### src/rtl/id_ex_register_pkg.sv
// id_ex_register_pkg: shared widths, ALU opcode encodings and control bundle for the ID/EX stage
package id_ex_register_pkg;

    localparam int DefRegWidth = 16;
    localparam int DefAddrBits = 3;

    typedef enum logic [3:0] {
        AluAdd = 4'd0,
        AluSub = 4'd1,
        AluAnd = 4'd2,
        AluOr  = 4'd3,
        AluXor = 4'd4,
        AluSlt = 4'd5,
        AluSll = 4'd6,
        AluSrl = 4'd7
    } aluOpType;

    typedef struct packed {
        logic regWrite;
        logic memRead;
        logic memWrite;
        logic memToReg;
        logic aluSrc;
    } ctrlBundle;

    localparam ctrlBundle CtrlNone = '0;

endpackage

### src/rtl/id_ex_register_hazard_detect.sv
// hazard_detect: load-use hazard detection and the resulting front-end stall request
module hazard_detect #(
    parameter int AddrBits = 3
) (
    input  logic                exValid,
    input  logic                exMemRead,
    input  logic [AddrBits-1:0] exDest,
    input  logic                idValid,
    input  logic [AddrBits-1:0] readAddr1,
    input  logic [AddrBits-1:0] readAddr2,
    input  logic                uses1,
    input  logic                uses2,
    input  logic                flushEx,
    output logic                loadUse,
    output logic                hazardStall
);

    assign loadUse = exValid & exMemRead & idValid &
                     ((uses1 & (readAddr1 == exDest)) | (uses2 & (readAddr2 == exDest)));
    assign hazardStall = loadUse & ~flushEx;

endmodule

### src/rtl/id_ex_register.sv
// id_ex_register: ID/EX pipeline register with load-use stall, WB bypass and bubble counting
module id_ex_register
    import id_ex_register_pkg::*;
#(
    parameter int RegWidth = DefRegWidth,
    parameter int AddrBits = DefAddrBits
) (
    input  logic                CLK,
    input  logic                RST,
    input  logic                ID_Valid,
    input  logic [AddrBits-1:0] ReadAddr1,
    input  logic [AddrBits-1:0] ReadAddr2,
    input  logic                Uses1,
    input  logic                Uses2,
    input  logic [RegWidth-1:0] ReadData1,
    input  logic [RegWidth-1:0] ReadData2,
    input  logic [AddrBits-1:0] DestAddr,
    input  logic [RegWidth-1:0] Imm,
    input  logic [3:0]          ALUOp,
    input  logic                RegWrite,
    input  logic                MemRead,
    input  logic                MemWrite,
    input  logic                MemToReg,
    input  logic                ALUSrc,
    input  logic                WB_WriteEN,
    input  logic [AddrBits-1:0] WB_WriteAddr,
    input  logic [RegWidth-1:0] WB_WriteData,
    input  logic                FlushEX,
    output logic                HazardStall,
    output logic                EX_Valid,
    output logic [RegWidth-1:0] EX_A,
    output logic [RegWidth-1:0] EX_B,
    output logic [RegWidth-1:0] EX_Imm,
    output logic [AddrBits-1:0] EX_Dest,
    output logic [3:0]          EX_ALUOp,
    output logic                EX_RegWrite,
    output logic                EX_MemRead,
    output logic                EX_MemWrite,
    output logic                EX_MemToReg,
    output logic                EX_ALUSrc,
    output logic [15:0]         BubbleCount
);

    ctrlBundle idCtrl, exCtrl;
    logic loadUse, advance, bubble;
    logic [RegWidth-1:0] bypassA, bypassB;

    assign idCtrl = {RegWrite, MemRead, MemWrite, MemToReg, ALUSrc};
    assign {EX_RegWrite, EX_MemRead, EX_MemWrite, EX_MemToReg, EX_ALUSrc} = exCtrl;

    // a write-back in flight this cycle is newer than the register-file read
    assign bypassA = (WB_WriteEN && WB_WriteAddr == ReadAddr1) ? WB_WriteData : ReadData1;
    assign bypassB = (WB_WriteEN && WB_WriteAddr == ReadAddr2) ? WB_WriteData : ReadData2;

    assign advance = ~(FlushEX | loadUse);
    assign bubble  = ID_Valid & ~advance;

    hazard_detect #(.AddrBits(AddrBits)) hazardDetect (
        .exValid    (EX_Valid),
        .exMemRead  (EX_MemRead),
        .exDest     (EX_Dest),
        .idValid    (ID_Valid),
        .readAddr1  (ReadAddr1),
        .readAddr2  (ReadAddr2),
        .uses1      (Uses1),
        .uses2      (Uses2),
        .flushEx    (FlushEX),
        .loadUse    (loadUse),
        .hazardStall(HazardStall)
    );

    // valid and control bits: cleared whenever a bubble goes in or ID is empty
    always_ff @(posedge CLK or posedge RST) begin
        if (RST) begin
            EX_Valid <= 1'b0;
            exCtrl   <= CtrlNone;
        end else begin
            EX_Valid <= advance & ID_Valid;
            exCtrl   <= (advance & ID_Valid) ? idCtrl : CtrlNone;
        end
    end

    // data fields follow ID on a normal cycle and simply hold under a bubble
    always_ff @(posedge CLK or posedge RST) begin
        if (RST) begin
            EX_A     <= '0;
            EX_B     <= '0;
            EX_Imm   <= '0;
            EX_Dest  <= '0;
            EX_ALUOp <= '0;
        end else if (advance) begin
            EX_A     <= bypassA;
            EX_B     <= bypassB;
            EX_Imm   <= Imm;
            EX_Dest  <= DestAddr;
            EX_ALUOp <= ALUOp;
        end
    end

    // saturating count of bubbles that displaced a real ID instruction
    always_ff @(posedge CLK or posedge RST) begin
        if (RST) BubbleCount <= '0;
        else if (bubble && BubbleCount != 16'hFFFF) BubbleCount <= BubbleCount + 16'd1;
    end

endmodule

### config.mk
export PLATFORM = sky130hd
export DESIGN_NAME = id_ex_register
export DESIGN_NICKNAME = d
export VERILOG_FILES = /design/src/rtl/id_ex_register_pkg.sv /design/src/rtl/id_ex_register_hazard_detect.sv /design/src/rtl/id_ex_register.sv
export SDC_FILE = /design/constraint.sdc
export NUM_CORES = 1
export LEC_CHECK = 0
export BUFFER_PORTS_ARGS = -buffer_cell sky130_fd_sc_hd__buf_2
export CORE_MARGIN = 2
export CORE_UTILIZATION = 49
export DETAILED_ROUTE_END_ITERATION = 16
export PLACE_DENSITY = 0.94
export SLEW_MARGIN = 20
export SYNTH_ARGS = -nofsm -noshare
export SYNTH_HDL_FRONTEND = slang
export SYNTH_HIERARCHICAL = 1
export SYNTH_SLANG_ARGS = --single-unit
### constraint.sdc
create_clock -name CLK -period 6 [get_ports CLK]
set_input_delay 1.2 -clock CLK [delete_from_list [all_inputs] [get_ports CLK]]
set_output_delay 1.2 -clock CLK [all_outputs]
set_load 0.02 [all_outputs]
==> flow_metrics.py <==
metrics = {
    "sta": {
        "tns_ps": 0,
        "finalCritPeriodShare_pct": 55.20,
        "period_needed_ps": 3312,
        "finalClockSkew_ps": 8.235,
        "tightest_slew_ps": 948.0,
        "final_hold_viol_count": 0,
        "setup-violations-final": 0,
        "drv_slew": 0,
        "relSlewSlack_pct": 36.80,
        "fmax_ghz": 0.3019,
        "holdWs_ps": 508.6,
        "rsz0062_at_grt": "false",
    },
    "yosys": {
        "synth.distinct_cells": 29,
        "synth_area_um2": 3413,
        "synth_top_area_share_pct": 56.45,
        "postSynthCellCount": 287,
        "synth-seq-cells": 77,
        "synth-edff-count": 0,
        "synth_largest_area_cell": "dfrtp_1",
        "syn-num-nets": 380,
        "postSynth.asyncResetShare_pct": 100.0,
        "synth_ff_type": "dfrtp_1",
        "yosysWarnings": 6,
        "syn_avg_cell_area_um2": 11.89,
        "ys_seq_area_share_pct": 56.45,
        "synth_area_leaders": "dfrtp_1, mux2i_1, mux2_2, xnor2_1, a21oi_1",
        "yosysMostFrequentCell": "dfrtp_1",
        "ys_top_cells_by_count": "dfrtp_1, nor2_1, a21oi_1",
    },
    "floorplan": {
        "die_w_um": 87.46,
        "die_h_um": 87.46,
        "initial_core_util_pct": 50.52,
        "core_area_um2": 6756,
        "dieArea_um2": 7649,
        "ios": 170,
        "row_count": 30,
    },
    "placed_design": {
        "placed_cell_area_um2": 4328,
        "dp_hpwl_um": 6118,
        "portBuffers": 169,
        "place_congestion": 0.7878,
    },
    "setup_path": {
        "r2r_start": "EX_Dest[1]",
        "crit_path_end_kind": "primary output",
        "worstPathArrival_ps": 2110,
        "worst-path-max-fanout": 2,
        "crit_type": "input port to primary output",
        "cp-startpoint": "ReadAddr2[1]",
        "crit_required_ps": 4800,
        "cp-start-kind": "input port",
    },
    "clocking": {
        "cts_root_buf": "clkbuf_8",
        "clock_latency_ps": 350,
        "cts_resized": 0,
        "cts_sinks": 77,
        "cts_tree": "yes",
        "numCtsBuffers": 9,
        "clk_pin_slew_ps": 80,
        "ctsHtreeMaxLevel": 3,
        "clockBufferDepth": 2,
        "post_cts_buffers": 0,
        "cts.hold.buffers_added": 0,
    },
    "global_route": {
        "gr-usage-all-layers_pct": 21.42,
        "grt_max_degree": 78,
        "overflow": 0,
        "grt_pass1_wl_um": 12540,
        "grt_pass1_vias": 2709,
        "antenna_found_initial": 0,
    },
    "power_and_ir_drop": {
        "powerDensity_nw_per_um2": 285.4,
        "p_leak_nw": 2.395,
        "vdd_drop_max_uv": 336.7,
    },
    "cells_and_area": {
        "fin_nets": 552,
        "layout-drive-gt1-share_pct": 47.63,
        "diodes": 0,
        "area_delta_synth_final_pct": 32.77,
        "register_area_um2": 1927,
        "multi_input_area_um2": 1433,
        "fillCellCount": 543,
        "final_area_um2": 4532,
        "utilization_pct": 67.07,
    },
    "detailed_routing": {
        "avgViaCountPerCell": 5.116,
        "drtAntennaViolNets": 0,
        "route.detailed.drc": 0,
        "wl_per_cell_um": 14.75,
        "wirelength_um": 8022,
        "drt_iter0_markers": 127,
        "via_count": 2783,
        "drtPass1Iterations": 4,
    },
    "worst_hold_path": {
        "min_from": "EX_ALUOp[1]",
        "min_path_type": "flip-flop to flip-flop",
    },
    "outcome": {
        "status": "completed",
    },
    "flow_run": {
        "cap_viol_max_count": 0,
    },
}
## through the flow
stage	setup WS, ps	power [mW]	cells
after floorplan	2833	0.8169	287
after global placement	2208	0.9284	526
after detailed placement	2022	0.9451	526
after CTS	2392	1.305	542
after global routing	2565	1.359	544
final	2688	1.294	544
## registers in the layout, summed over array words and instances (netlist names), 3 cells and up
signal / cells
BubbleCount: 16
EX_A: 16
EX_ALUOp: 4
EX_B: 16
EX_Dest: 3
EX_Imm: 16
## area by class of cell
cell class	instances	share of cell area, %
flip-flops and latches	77	42.52
multi-input cells	196	31.61
repair buffers	173	19.49
clock buffers	9	2.733
well taps	80	2.209
clock inverters	7	1.270
inverters	2	0.1657
## logic make-up (layout without fill, tap and decap cells)
family                   after synthesis  count (layout)  synth area share, %
flip-flops                            77              77                56.45
AND/OR/NAND/NOR                       75              75                10.63
buffers and inverters                 14             191                1.796
adder cells (fa/ha/maj)                1               1               0.3665
multiplexers                          56              56                17.30
XOR/XNOR                              27              27                6.928
AO/OA/AOI/OAI                         37              37                6.525
## placed cells by master (no fill, tap or decap), types with 2 or more instances in the layout
| master | instances |
|---|---|
| buf_2 | 169 |
| dfrtp_1 | 77 |
| nor2_1 | 38 |
| a21oi_1 | 33 |
| mux2i_1 | 32 |
| mux2_2 | 24 |
| xnor2_1 | 21 |
| nand2_1 | 11 |
| clkbuf_8 | 9 |
| nand4_1 | 7 |
| xor2_1 | 6 |
| and3_1 | 5 |
| nand3_1 | 4 |
| inv_6 | 3 |
| clkinvlp_4 | 3 |
| and4_1 | 2 |
| buf_6 | 2 |
| buf_4 | 2 |
## final timing paths
kind | cells after the start | slack [ps] | end
max | 5 | 2690 | HazardStall
min | 1 | 510 | EX_ALUOp[1]
max reg2reg | 8 | 3220 | BubbleCount[10]
min reg2reg | 1 | 510 | EX_ALUOp[1]
max in group asynchronous | 3 | 4240 | EX_Imm[12]
min in group asynchronous | 3 | 1110 | EX_Imm[7]
## critical path, cell delays in order
cell and delay (ps):
buf_2 120, xnor2_1 170, nand4_1 160, a211oi_2 250, buf_2 200
## power by group
part	switching, mW	internal [mW]
combinational	0.182	0.124
clock	0.205	0.155
sequential	0.0509	0.577
total	0.437	0.856
## metal layers
metal	part of all wire (%)	wire length [um]	track usage, %	vias up
li1	-	-	-	1343
met4	1.0	80	6.853	0
met5	0	0	0	-
met1	39	3136	24.83	1311
met2	52	4197	37.74	120
met3	7.6	608	6.540	9
No activity file was read; power rests on OpenSTA's default activity.
